===== config.mk =====
export PLATFORM = sky130hd
export DESIGN_NAME = mips_hilo_muldiv_flat
export DESIGN_NICKNAME = d
export VERILOG_FILES = /design/src/rtl/mips_hilo_muldiv_if.sv /design/src/rtl/mips_hilo_muldiv.sv /design/src/flat_wrapper.sv
export SDC_FILE = /design/constraint.sdc
export NUM_CORES = 1
export LEC_CHECK = 0
export BUFFER_PORTS_ARGS = -buffer_cell sky130_fd_sc_hd__buf_2
export CORE_MARGIN = 2
export CORE_UTILIZATION = 35
export DETAILED_ROUTE_END_ITERATION = 12
export PLACE_DENSITY = 0.48
export SLEW_MARGIN = 20
export SYNTH_ARGS = -nofsm -noshare
export SYNTH_HDL_FRONTEND = slang
export SYNTH_SLANG_ARGS = --single-unit

===== constraint.sdc =====
create_clock -name clk -period 3.7 [get_ports clk]
set_clock_uncertainty 0.2 [all_clocks]
set_input_delay 0.555 -clock clk [delete_from_list [all_inputs] [get_ports clk]]
set_output_delay 0.555 -clock clk [all_outputs]
set_load 0.01 [all_outputs]

===== src/rtl/mips_hilo_muldiv_if.sv =====
// HI/LO unit command/result bundle between controller/regfile and the MULT/DIV block.
// Carries no timing of its own; all signals are sampled on the unit's clock.
// busy is the only flow control: the upstream side must hold off while busy is high.
interface mips_hilo_muldiv_if #(
  parameter int DATA_WIDTH      = 32,
  parameter int HI_LO_SEL_WIDTH = 2
);
  logic [DATA_WIDTH-1:0]      srca;
  logic [DATA_WIDTH-1:0]      srcb;
  logic                       hi_write;
  logic                       lo_write;
  logic [HI_LO_SEL_WIDTH-1:0] hi_select;
  logic [HI_LO_SEL_WIDTH-1:0] lo_select;
  logic [DATA_WIDTH-1:0]      hi;
  logic [DATA_WIDTH-1:0]      lo;
  logic                       busy;
  logic                       done;

  // Controller / register-file side
  modport master (
    output srca, srcb, hi_write, lo_write, hi_select, lo_select,
    input  hi, lo, busy, done
  );

  // HI/LO unit side
  modport slave (
    input  srca, srcb, hi_write, lo_write, hi_select, lo_select,
    output hi, lo, busy, done
  );
endinterface


===== src/rtl/mips_hilo_muldiv.sv =====
// Architectural HI/LO registers with iterative signed MULT/DIV and MTHI/MTLO.
// Latency: MTHI/MTLO one edge; MULT/DIV DATA_WIDTH+1 edges from command to HI/LO update.
// Backpressure: busy high while an operation is in flight; commands seen while busy are dropped.
module mips_hilo_muldiv #(
  parameter int DATA_WIDTH      = 32,
  parameter int HI_LO_SEL_WIDTH = 2
) (
  input logic               clk,
  input logic               rst,
  mips_hilo_muldiv_if.slave hl
);

  localparam int W  = DATA_WIDTH;
  localparam int CW = $clog2(DATA_WIDTH) + 1;
  localparam logic [CW-1:0] LAST_ITER = CW'(DATA_WIDTH - 1);

  localparam logic [HI_LO_SEL_WIDTH-1:0] SEL_SRCA = HI_LO_SEL_WIDTH'(1);
  localparam logic [HI_LO_SEL_WIDTH-1:0] SEL_DIV  = HI_LO_SEL_WIDTH'(2);
  localparam logic [HI_LO_SEL_WIDTH-1:0] SEL_MULT = HI_LO_SEL_WIDTH'(3);

  typedef enum logic [1:0] {S_IDLE, S_MUL, S_DIV, S_FIX} state_e;

  state_e          state_q, state_d;
  logic            op_div_q, op_div_d;
  logic [W-1:0]    mag_a_q, mag_a_d;
  logic [W-1:0]    mag_b_q, mag_b_d;
  logic            sign_res_q, sign_res_d;
  logic            sign_rem_q, sign_rem_d;
  // MUL: {partial product high, multiplier shifting out / product low}
  // DIV: {partial remainder, dividend shifting out / quotient shifting in}
  logic [2*W-1:0]  acc_q, acc_d;
  logic [CW-1:0]   cnt_q, cnt_d;
  logic [W-1:0]    hi_q, hi_d;
  logic [W-1:0]    lo_q, lo_d;
  logic            done_q, done_d;

  // Operand magnitudes; the most-negative value maps to 2^(W-1), which still fits unsigned.
  logic [W-1:0] abs_a, abs_b;
  assign abs_a = hl.srca[W-1] ? (~hl.srca + W'(1)) : hl.srca;
  assign abs_b = hl.srcb[W-1] ? (~hl.srcb + W'(1)) : hl.srcb;

  // Command decode, only meaningful in IDLE.
  logic cmd_mult, cmd_div, cmd_bad, cmd_mthi, cmd_mtlo;
  assign cmd_mult = hl.hi_write && hl.lo_write &&
                    (hl.hi_select == SEL_MULT) && (hl.lo_select == SEL_MULT);
  assign cmd_div  = hl.hi_write && hl.lo_write &&
                    (hl.hi_select == SEL_DIV) && (hl.lo_select == SEL_DIV);
  // A result-type select that is not a clean MULT/DIV pairing kills the whole command.
  assign cmd_bad  = !cmd_mult && !cmd_div &&
                    (hl.hi_select[HI_LO_SEL_WIDTH-1] || hl.lo_select[HI_LO_SEL_WIDTH-1]);
  assign cmd_mthi = !cmd_bad && hl.hi_write && (hl.hi_select == SEL_SRCA);
  assign cmd_mtlo = !cmd_bad && hl.lo_write && (hl.lo_select == SEL_SRCA);

  // Shift-add step: add multiplicand when the current multiplier bit is set, then shift right.
  logic [W:0]     mul_sum;
  logic [2*W-1:0] mul_next;
  assign mul_sum  = {1'b0, acc_q[2*W-1:W]} + (acc_q[0] ? {1'b0, mag_a_q} : {(W+1){1'b0}});
  assign mul_next = {mul_sum, acc_q[W-1:1]};

  // Restoring divide step: shift in next dividend bit, subtract divisor if it fits.
  logic [W:0]     div_shift;
  logic           div_ge;
  logic [W-1:0]   div_rem;
  logic [2*W-1:0] div_next;
  assign div_shift = {acc_q[2*W-1:W], acc_q[W-1]};
  assign div_ge    = div_shift >= {1'b0, mag_b_q};
  assign div_rem   = W'(div_shift - {1'b0, mag_b_q});
  assign div_next  = div_ge ? {div_rem, acc_q[W-2:0], 1'b1}
                            : {div_shift[W-1:0], acc_q[W-2:0], 1'b0};

  // Sign-corrected results used in FIX.
  logic [2*W-1:0] prod_signed;
  logic [W-1:0]   quo_signed, rem_signed, dividend_signed;
  assign prod_signed     = sign_res_q ? (~acc_q + (2*W)'(1)) : acc_q;
  assign quo_signed      = sign_res_q ? (~acc_q[W-1:0] + W'(1)) : acc_q[W-1:0];
  assign rem_signed      = sign_rem_q ? (~acc_q[2*W-1:W] + W'(1)) : acc_q[2*W-1:W];
  assign dividend_signed = sign_rem_q ? (~mag_a_q + W'(1)) : mag_a_q;

  // Next-state and datapath control for the IDLE/MUL/DIV/FIX sequencer.
  always_comb begin
    state_d    = state_q;
    op_div_d   = op_div_q;
    mag_a_d    = mag_a_q;
    mag_b_d    = mag_b_q;
    sign_res_d = sign_res_q;
    sign_rem_d = sign_rem_q;
    acc_d      = acc_q;
    cnt_d      = cnt_q;
    hi_d       = hi_q;
    lo_d       = lo_q;
    done_d     = 1'b0;

    unique case (state_q)
      S_IDLE: begin
        if (cmd_mult || cmd_div) begin
          state_d    = cmd_div ? S_DIV : S_MUL;
          op_div_d   = cmd_div;
          mag_a_d    = abs_a;
          mag_b_d    = abs_b;
          sign_res_d = hl.srca[W-1] ^ hl.srcb[W-1];
          sign_rem_d = hl.srca[W-1];
          // Low half holds the operand consumed bit-by-bit: multiplier or dividend.
          acc_d      = {{W{1'b0}}, (cmd_div ? abs_a : abs_b)};
          cnt_d      = '0;
        end else begin
          if (cmd_mthi) hi_d = hl.srca;
          if (cmd_mtlo) lo_d = hl.srca;
        end
      end
      S_MUL, S_DIV: begin
        acc_d = (state_q == S_DIV) ? div_next : mul_next;
        cnt_d = cnt_q + CW'(1);
        if (cnt_q == LAST_ITER) begin
          state_d = S_FIX;
        end
      end
      S_FIX: begin
        state_d = S_IDLE;
        done_d  = 1'b1;
        cnt_d   = '0;
        if (!op_div_q) begin
          hi_d = prod_signed[2*W-1:W];
          lo_d = prod_signed[W-1:0];
        end else if (mag_b_q == '0) begin
          hi_d = dividend_signed;
          lo_d = '1;
        end else begin
          hi_d = rem_signed;
          lo_d = quo_signed;
        end
      end
      default: state_d = S_IDLE;
    endcase
  end

  // State register with synchronous reset; reset aborts any operation in flight.
  always_ff @(posedge clk) begin
    if (rst) begin
      state_q    <= S_IDLE;
      op_div_q   <= 1'b0;
      mag_a_q    <= '0;
      mag_b_q    <= '0;
      sign_res_q <= 1'b0;
      sign_rem_q <= 1'b0;
      acc_q      <= '0;
      cnt_q      <= '0;
      hi_q       <= '0;
      lo_q       <= '0;
      done_q     <= 1'b0;
    end else begin
      state_q    <= state_d;
      op_div_q   <= op_div_d;
      mag_a_q    <= mag_a_d;
      mag_b_q    <= mag_b_d;
      sign_res_q <= sign_res_d;
      sign_rem_q <= sign_rem_d;
      acc_q      <= acc_d;
      cnt_q      <= cnt_d;
      hi_q       <= hi_d;
      lo_q       <= lo_d;
      done_q     <= done_d;
    end
  end

  assign hl.hi   = hi_q;
  assign hl.lo   = lo_q;
  assign hl.busy = (state_q != S_IDLE);
  assign hl.done = done_q;

endmodule


===== src/flat_wrapper.sv =====
// flat-port wrapper written by rule: the top's interface ports become plain ports
module mips_hilo_muldiv_flat 
#(
  parameter int DATA_WIDTH      = 32,
  parameter int HI_LO_SEL_WIDTH = 2
)
  (clk, rst, hl_srca, hl_srcb, hl_hi_write, hl_lo_write, hl_hi_select, hl_lo_select, hl_hi, hl_lo, hl_busy, hl_done);
  mips_hilo_muldiv_if #(.DATA_WIDTH(DATA_WIDTH), .HI_LO_SEL_WIDTH(HI_LO_SEL_WIDTH)) hl_i ();
  input logic clk;
  input logic rst;
  input wire logic [$bits(hl_i.srca)-1:0] hl_srca;
  input wire logic [$bits(hl_i.srcb)-1:0] hl_srcb;
  input wire logic [$bits(hl_i.hi_write)-1:0] hl_hi_write;
  input wire logic [$bits(hl_i.lo_write)-1:0] hl_lo_write;
  input wire logic [$bits(hl_i.hi_select)-1:0] hl_hi_select;
  input wire logic [$bits(hl_i.lo_select)-1:0] hl_lo_select;
  output wire logic [$bits(hl_i.hi)-1:0] hl_hi;
  output wire logic [$bits(hl_i.lo)-1:0] hl_lo;
  output wire logic [$bits(hl_i.busy)-1:0] hl_busy;
  output wire logic [$bits(hl_i.done)-1:0] hl_done;
  assign hl_i.srca = hl_srca;
  assign hl_i.srcb = hl_srcb;
  assign hl_i.hi_write = hl_hi_write;
  assign hl_i.lo_write = hl_lo_write;
  assign hl_i.hi_select = hl_hi_select;
  assign hl_i.lo_select = hl_lo_select;
  assign hl_hi = hl_i.hi;
  assign hl_lo = hl_i.lo;
  assign hl_busy = hl_i.busy;
  assign hl_done = hl_i.done;
  mips_hilo_muldiv #(.DATA_WIDTH(DATA_WIDTH), .HI_LO_SEL_WIDTH(HI_LO_SEL_WIDTH)) u_core (.clk(clk), .rst(rst), .hl(hl_i));
endmodule

Word level (Yosys, flattened, before mapping)
Cells that the tools add are included.
{"block": "totals", "regBits": 204, "wordCells": 99, "out_inout_bits": 66}
{"block": "classes", "bitwise_logic": 7, "mux": 29, "n_reduce_logical": 27, "eq_ne": 15, "magnitude_cmp": 1, "addsub": 9}
{"op": "$mux W32", "n": 15}
{"op": "$mux W64", "n": 4}
{"op": "$add A32 B1 Y32 const B", "n": 5}
{"op": "$not A32 Y32", "n": 5}
{"op": "$pmux W32 S2", "n": 2}
{"op": "$pmux W64 S2", "n": 1}
{"op": "$add A64 B1 Y64 const B", "n": 1}
{"op": "$not A64 Y64", "n": 1}
{"op": "$add A32 B32 Y33", "n": 1}
{"op": "$ge A33 B32 Y1", "n": 1}
{"op": "$logic_not A32 Y1", "n": 1}
{"op": "$sub A32 B32 Y32", "n": 1}
{"op": "$pmux W6 S3", "n": 1}
{"op": "$eq A2 B2 Y1 const B", "n": 6}
{"op": "$logic_and A1 B1 Y1", "n": 11}
{"op": "$ne A2 B1 Y1 const B", "n": 4}
{"op": "$add A6 B1 Y6 const B", "n": 1}
{"op": "$eq A2 B1 Y1 const B", "n": 3}
{"op": "$eq A6 B5 Y1 const B", "n": 1}
{"op": "$mux W2", "n": 3}
{"op": "$mux W6", "n": 1}
{"op": "$pmux W2 S3", "n": 1}
{"op": "$reduce_and A2 Y1", "n": 3}
{"op": "$reduce_and A3 Y1", "n": 2}
{"op": "other kinds (8)", "n": 13}

Depth between registers and ports, before layout
{"block": "depth", "depth_word": 12, "depth_mapped": 14, "mapped_depth_nobuf": 13}

Worst setup path before layout
OpenSTA, ideal clock, no wires.
{"block": "synth_path", "kind": "reg2reg", "start": "register u_core.acc_q[0]", "end": "register u_core.acc_q[62]", "path_stages_with_launch": 13, "setup_time_ns": 0.119, "arrival_time_ns": 2.996, "setup_slack_ns": 0.385, "required_ns": 3.381, "path_buffers": 2, "cell_sequence": "dfxtp_1 > clkbuf_1 > clkbuf_1 > and2_1 > ha_1 > a21o_1 > a31o_2 > a221oi_1 > or3b_2 > a21oi_1 > o311ai_0 > mux2i_1 > a21oi_1"}
{"block": "synth_between", "elab_chain_len": 4}
{"item": "start, declared", "line_no": "mips_hilo_muldiv.sv:31", "rtl": "logic [2*W-1:0] acc_q, acc_d;"}
{"item": "start signal, assigned", "line_no": "mips_hilo_muldiv.sv:145", "rtl": "acc_q <= '0;"}
{"item": "start signal, assigned", "line_no": "mips_hilo_muldiv.sv:157", "rtl": "acc_q <= acc_d;"}
{"item": "$mux W32", "line_no": "mips_hilo_muldiv.sv:57", "rtl": "assign mul_sum = {1'b0, acc_q[2*W-1:W]} + (acc_q[0] ? {1'b0, mag_a_q} : {(W+1){1'b0}});"}
{"item": "$add A32 B32 Y33", "line_no": "mips_hilo_muldiv.sv:57"}
{"item": "$mux W64", "line_no": "mips_hilo_muldiv.sv:111", "rtl": "acc_d = (state_q == S_DIV) ? div_next : mul_next;"}
{"item": "$pmux W64 S2", "line_no": "mips_hilo_muldiv.sv:93", "rtl": "unique case (state_q)"}
Every way passes these cells.
A chain may end at the register's enable or synchronous reset.

Worst setup path after layout
{"block": "layout_path", "start": "register u_core.mag_b_q[29]", "end": "register u_core.acc_q[53]"}
{"block": "layout_between", "elab_chain_len": 4}
{"item": "start, declared", "line_no": "mips_hilo_muldiv.sv:26", "rtl": "logic [W-1:0] mag_b_q, mag_b_d;"}
{"item": "start signal, assigned", "line_no": "mips_hilo_muldiv.sv:154", "rtl": "mag_b_q <= mag_b_d;"}
{"item": "$ge A33 B32 Y1", "line_no": "mips_hilo_muldiv.sv:66", "rtl": "assign div_ge = div_shift >= {1'b0, mag_b_q};"}
{"item": "$mux W64", "line_no": "mips_hilo_muldiv.sv:68", "rtl": "assign div_next = div_ge ? {div_rem, acc_q[W-2:0], 1'b1}"}
{"item": "$mux W64", "line_no": "mips_hilo_muldiv.sv:111"}
{"item": "$pmux W64 S2", "line_no": "mips_hilo_muldiv.sv:93"}
Every way passes these cells.

==> impl_metrics.tcl <==
set metrics [dict create \
    swShare_pct 45.8 \
    synth_top_area_share_pct 23.4 \
    outcome "complete, no violations" \
    rsz0062_at_grt "false" \
    fillers 5268 \
    tns_ns 0 \
    cts.sinks 204 \
    antenna_found_initial 3 \
    remaining_drc_errors 0 \
    root_buffer "clkbuf_16" \
    avgSynthCellArea_um2 7.30 \
    grt_max_degree 113 \
    endpoint_kind "flip-flop" \
    n_antenna_cell 0 \
    drtPass1Iterations 5 \
    synth_cells 2385 \
    powerDensity_nw_per_um2 549 \
    rows 81 \
    power_switching_mw 5.15 \
    clk_path_buf_depth 3 \
    r2r_cells 11 \
    synth-seq-cells 204 \
    crit_path_max_fanout 10 \
    final_cell_mix "nor2_1, nand2_1, dfxtp_1, a21oi_1, o21ai_0" \
    clk_latency_ns 0.59 \
    die_area_um2 51600 \
    hp-class "in2reg" \
    core_area_um2 49100 \
    overflow 0 \
    final_layout_size_suffix_gt1_share_pct 16.2 \
    combPwrFrac_pct 50.5 \
    cp-start-kind "flip-flop" \
    tritoncts "yes" \
    synth_warnings 0 \
    drtIter0Drc 1926 \
    internal_power_mw 6.10 \
    layout_commonest_cell "nor2_1" \
    hold_buffers 0 \
    cts_made_buffers 26 \
    final_antenna_net_count 0 \
    clockPowerShare_pct 24.0 \
    pwr-share-seq_pct 25.5 \
    drv_slew 0 \
    dp_hpwl_mm 65.2 \
    nets 2680 \
    clk_pin_slew_ns 0.06 \
    h-tree-depth 1 \
    ios 138 \
    area_growth_pct 17.6 \
    reg2reg_slack_ns 0.25 \
    yosysTopAreaCell "dfxtp_1" \
    critPathRequiredTime_ns 3.95 \
    syn_area_um2 17400 \
    worst_pin_slew_ns 1.02 \
    die_w_um 227 \
    min_path_cells 3 \
    grt_usage_pct 31.1 \
    yosysSeqAreaShare_pct 23.4 \
    viasPerCell 6.08 \
    leakage_nw 8.36 \
    synth.top_cells.by_area "dfxtp_1, a21oi_1, xor2_1, ha_1, o21ai_0" \
    worstPathArrival_ns 3.70 \
    grt_pass1_wl_mm 119 \
    min_period_over_period_pct 93.2 \
    irDropWorstVdd_v 0.000667 \
    start_util_pct 35.5 \
    via_count 19537 \
    syn_nets 2533 \
    timing.hold.ws_ns 0.109 \
    numPortBuffers 137 \
    async_flop_share_pct 0 \
    setup_viol 0 \
    synthFlopType "dfxtp_1" \
    postRouteWirelength_mm 82.2 \
    grt_pass1_vias 18073 \
    synth-edff-count 0 \
    cap_violations 0 \
    critical_path_class "reg2reg" \
    slew_headroom_pct 31.7 \
    wl_per_cell_um 25.6 \
    hold_viol 0 \
    die_h_um 227 \
    place_congestion 0.961 \
    postCtsSetupRepairBufs 0 \
    max_freq_mhz 290 \
    period_needed_ns 3.45 \
    synth.distinct_cells 79 \
]
## metrics by stage
step                      cells  area [µm²]  util (%)  total power, mW  setup slack (ns)
after floorplan            2385       17400         -             6.17             0.385
after global routing       3215       20500      41.8             11.8            0.0456
after global placement     3168       19600      39.9             8.44             0.163
after CTS                  3215       20500      41.7             11.2             0.229
final                      3215       20500      41.8             11.2             0.252
after detailed placement   3168       19600      39.9             8.45             0.139
## cells in the mapped netlist (all sizes together), types with 6 or more instances
| master | n |
|---|---|
| nor2 | 231 |
| nand2 | 221 |
| dfxtp | 204 |
| a21oi | 199 |
| o21ai | 186 |
| clkbuf | 169 |
| xor2 | 107 |
| xnor2 | 92 |
| a211oi | 87 |
| inv | 75 |
| ha | 74 |
| nor3 | 65 |
| o31ai | 44 |
| nand3 | 43 |
| and2 | 39 |
| nor4 | 39 |
| o221ai | 36 |
| a21o | 32 |
| nand4 | 29 |
| o211ai | 29 |
| mux2i | 28 |
| o41ai | 26 |
| or4 | 26 |
| or3 | 25 |
| and3 | 20 |
| a22oi | 19 |
| mux2 | 19 |
| a31oi | 17 |
| a221oi | 16 |
| or2 | 15 |
| a311oi | 14 |
| o22ai | 13 |
| nand2b | 11 |
| o21bai | 11 |
| buf | 10 |
| nor2b | 10 |
| o21a | 9 |
| o31a | 8 |
| a211o | 7 |
| a2111oi | 6 |
| a31o | 6 |
## worst max-delay path: stages (launching register included)
cell and delay [ns]:
dfxtp_1 0.40, inv_1 0.17, ha_1 0.44, nand4b_1 0.29, nor3_1 0.40, a311oi_1 0.14, o311ai_1 0.19, a31o_2 0.40
nor2_1 0.09, buf_4 0.18, a221oi_1 0.30, o21ai_0 0.12
## power groups by stage
| stage | combinational, mW | sequential (mW) | clock [mW] |
|---|---|---|---|
| 2_1_floorplan | 3.27 | 2.90 | 0 |
| 3_3_place_gp | 5.54 | 2.90 | 0 |
| 3_5_place_dp | 5.54 | 2.91 | 0 |
| 4_1_cts | 5.56 | 2.86 | 2.74 |
| 5_1_grt | 6.10 | 2.90 | 2.83 |
| 6_report | 5.68 | 2.87 | 2.70 |
## final timing paths
check | to | startpoint
worst max-delay path | u_core.acc_q[53]$_SDFFE_PP0P_ | u_core.mag_b_q[29]$_SDFFE_PP0P_
worst max register to register | u_core.acc_q[53]$_SDFFE_PP0P_ | u_core.mag_b_q[29]$_SDFFE_PP0P_
worst min-delay path | u_core.mag_b_q[0]$_SDFFE_PP0P_ | hl_srcb[0]
worst min register to register | u_core.hl.hi[18]$_SDFFE_PP0P_ | u_core.hl.hi[18]$_SDFFE_PP0P_
## routing by layer
metal	global-route usage (%)	part of all wire (%)	up-vias
met1	42.0	43	9509
met5	0	0.013	-
met3	3.51	6.3	146
li1	-	-	9128
met2	50.8	46	752
met4	11.7	4.1	2
## sequential cells by signal, summed over array words and instances (netlist names)
register / count
u_core.hl.lo: 32
u_core.state_q: 2
u_core.cnt_q: 6
u_core.hl.done: 1
u_core.op_div_q: 1
u_core.acc_q: 64
u_core.mag_a_q: 32
u_core.mag_b_q: 32
u_core.sign_res_q: 1
u_core.sign_rem_q: 1
u_core.hl.hi: 32
## area by class of cell
| class | instances | area (µm²) | area share, % |
|---|---|---|---|
| multi-input combinational | 1926 | 12400 | 60.7 |
| sequential | 204 | 4090 | 19.9 |
| timing repair buffer | 298 | 1950 | 9.50 |
| tap | 664 | 831 | 4.06 |
| clock buffer | 38 | 776 | 3.79 |
| inverter | 76 | 285 | 1.39 |
| clock inverter | 9 | 124 | 0.605 |
## what timing repair did
item                                    CTS  global route
endpoints found under the hold margin     0             0
gates resized for setup                   0             4
endpoints found under the setup margin    0             3
## cells by family (layout without fill, tap and decap cells)
group | Yosys count | count (layout) | synth area share (%)
AOI/OAI and AO/OA | 809 | 809 | 30.6
and+or+nand+nor | 794 | 794 | 21.9
muxes | 48 | 48 | 2.97
xor gates and xnor gates | 199 | 199 | 10.0
DFF | 204 | 204 | 23.4
buffers and inverters | 255 | 421 | 5.54
adders and majority gates | 76 | 76 | 5.54
Note: power is estimated with default switching activity, not from simulation.
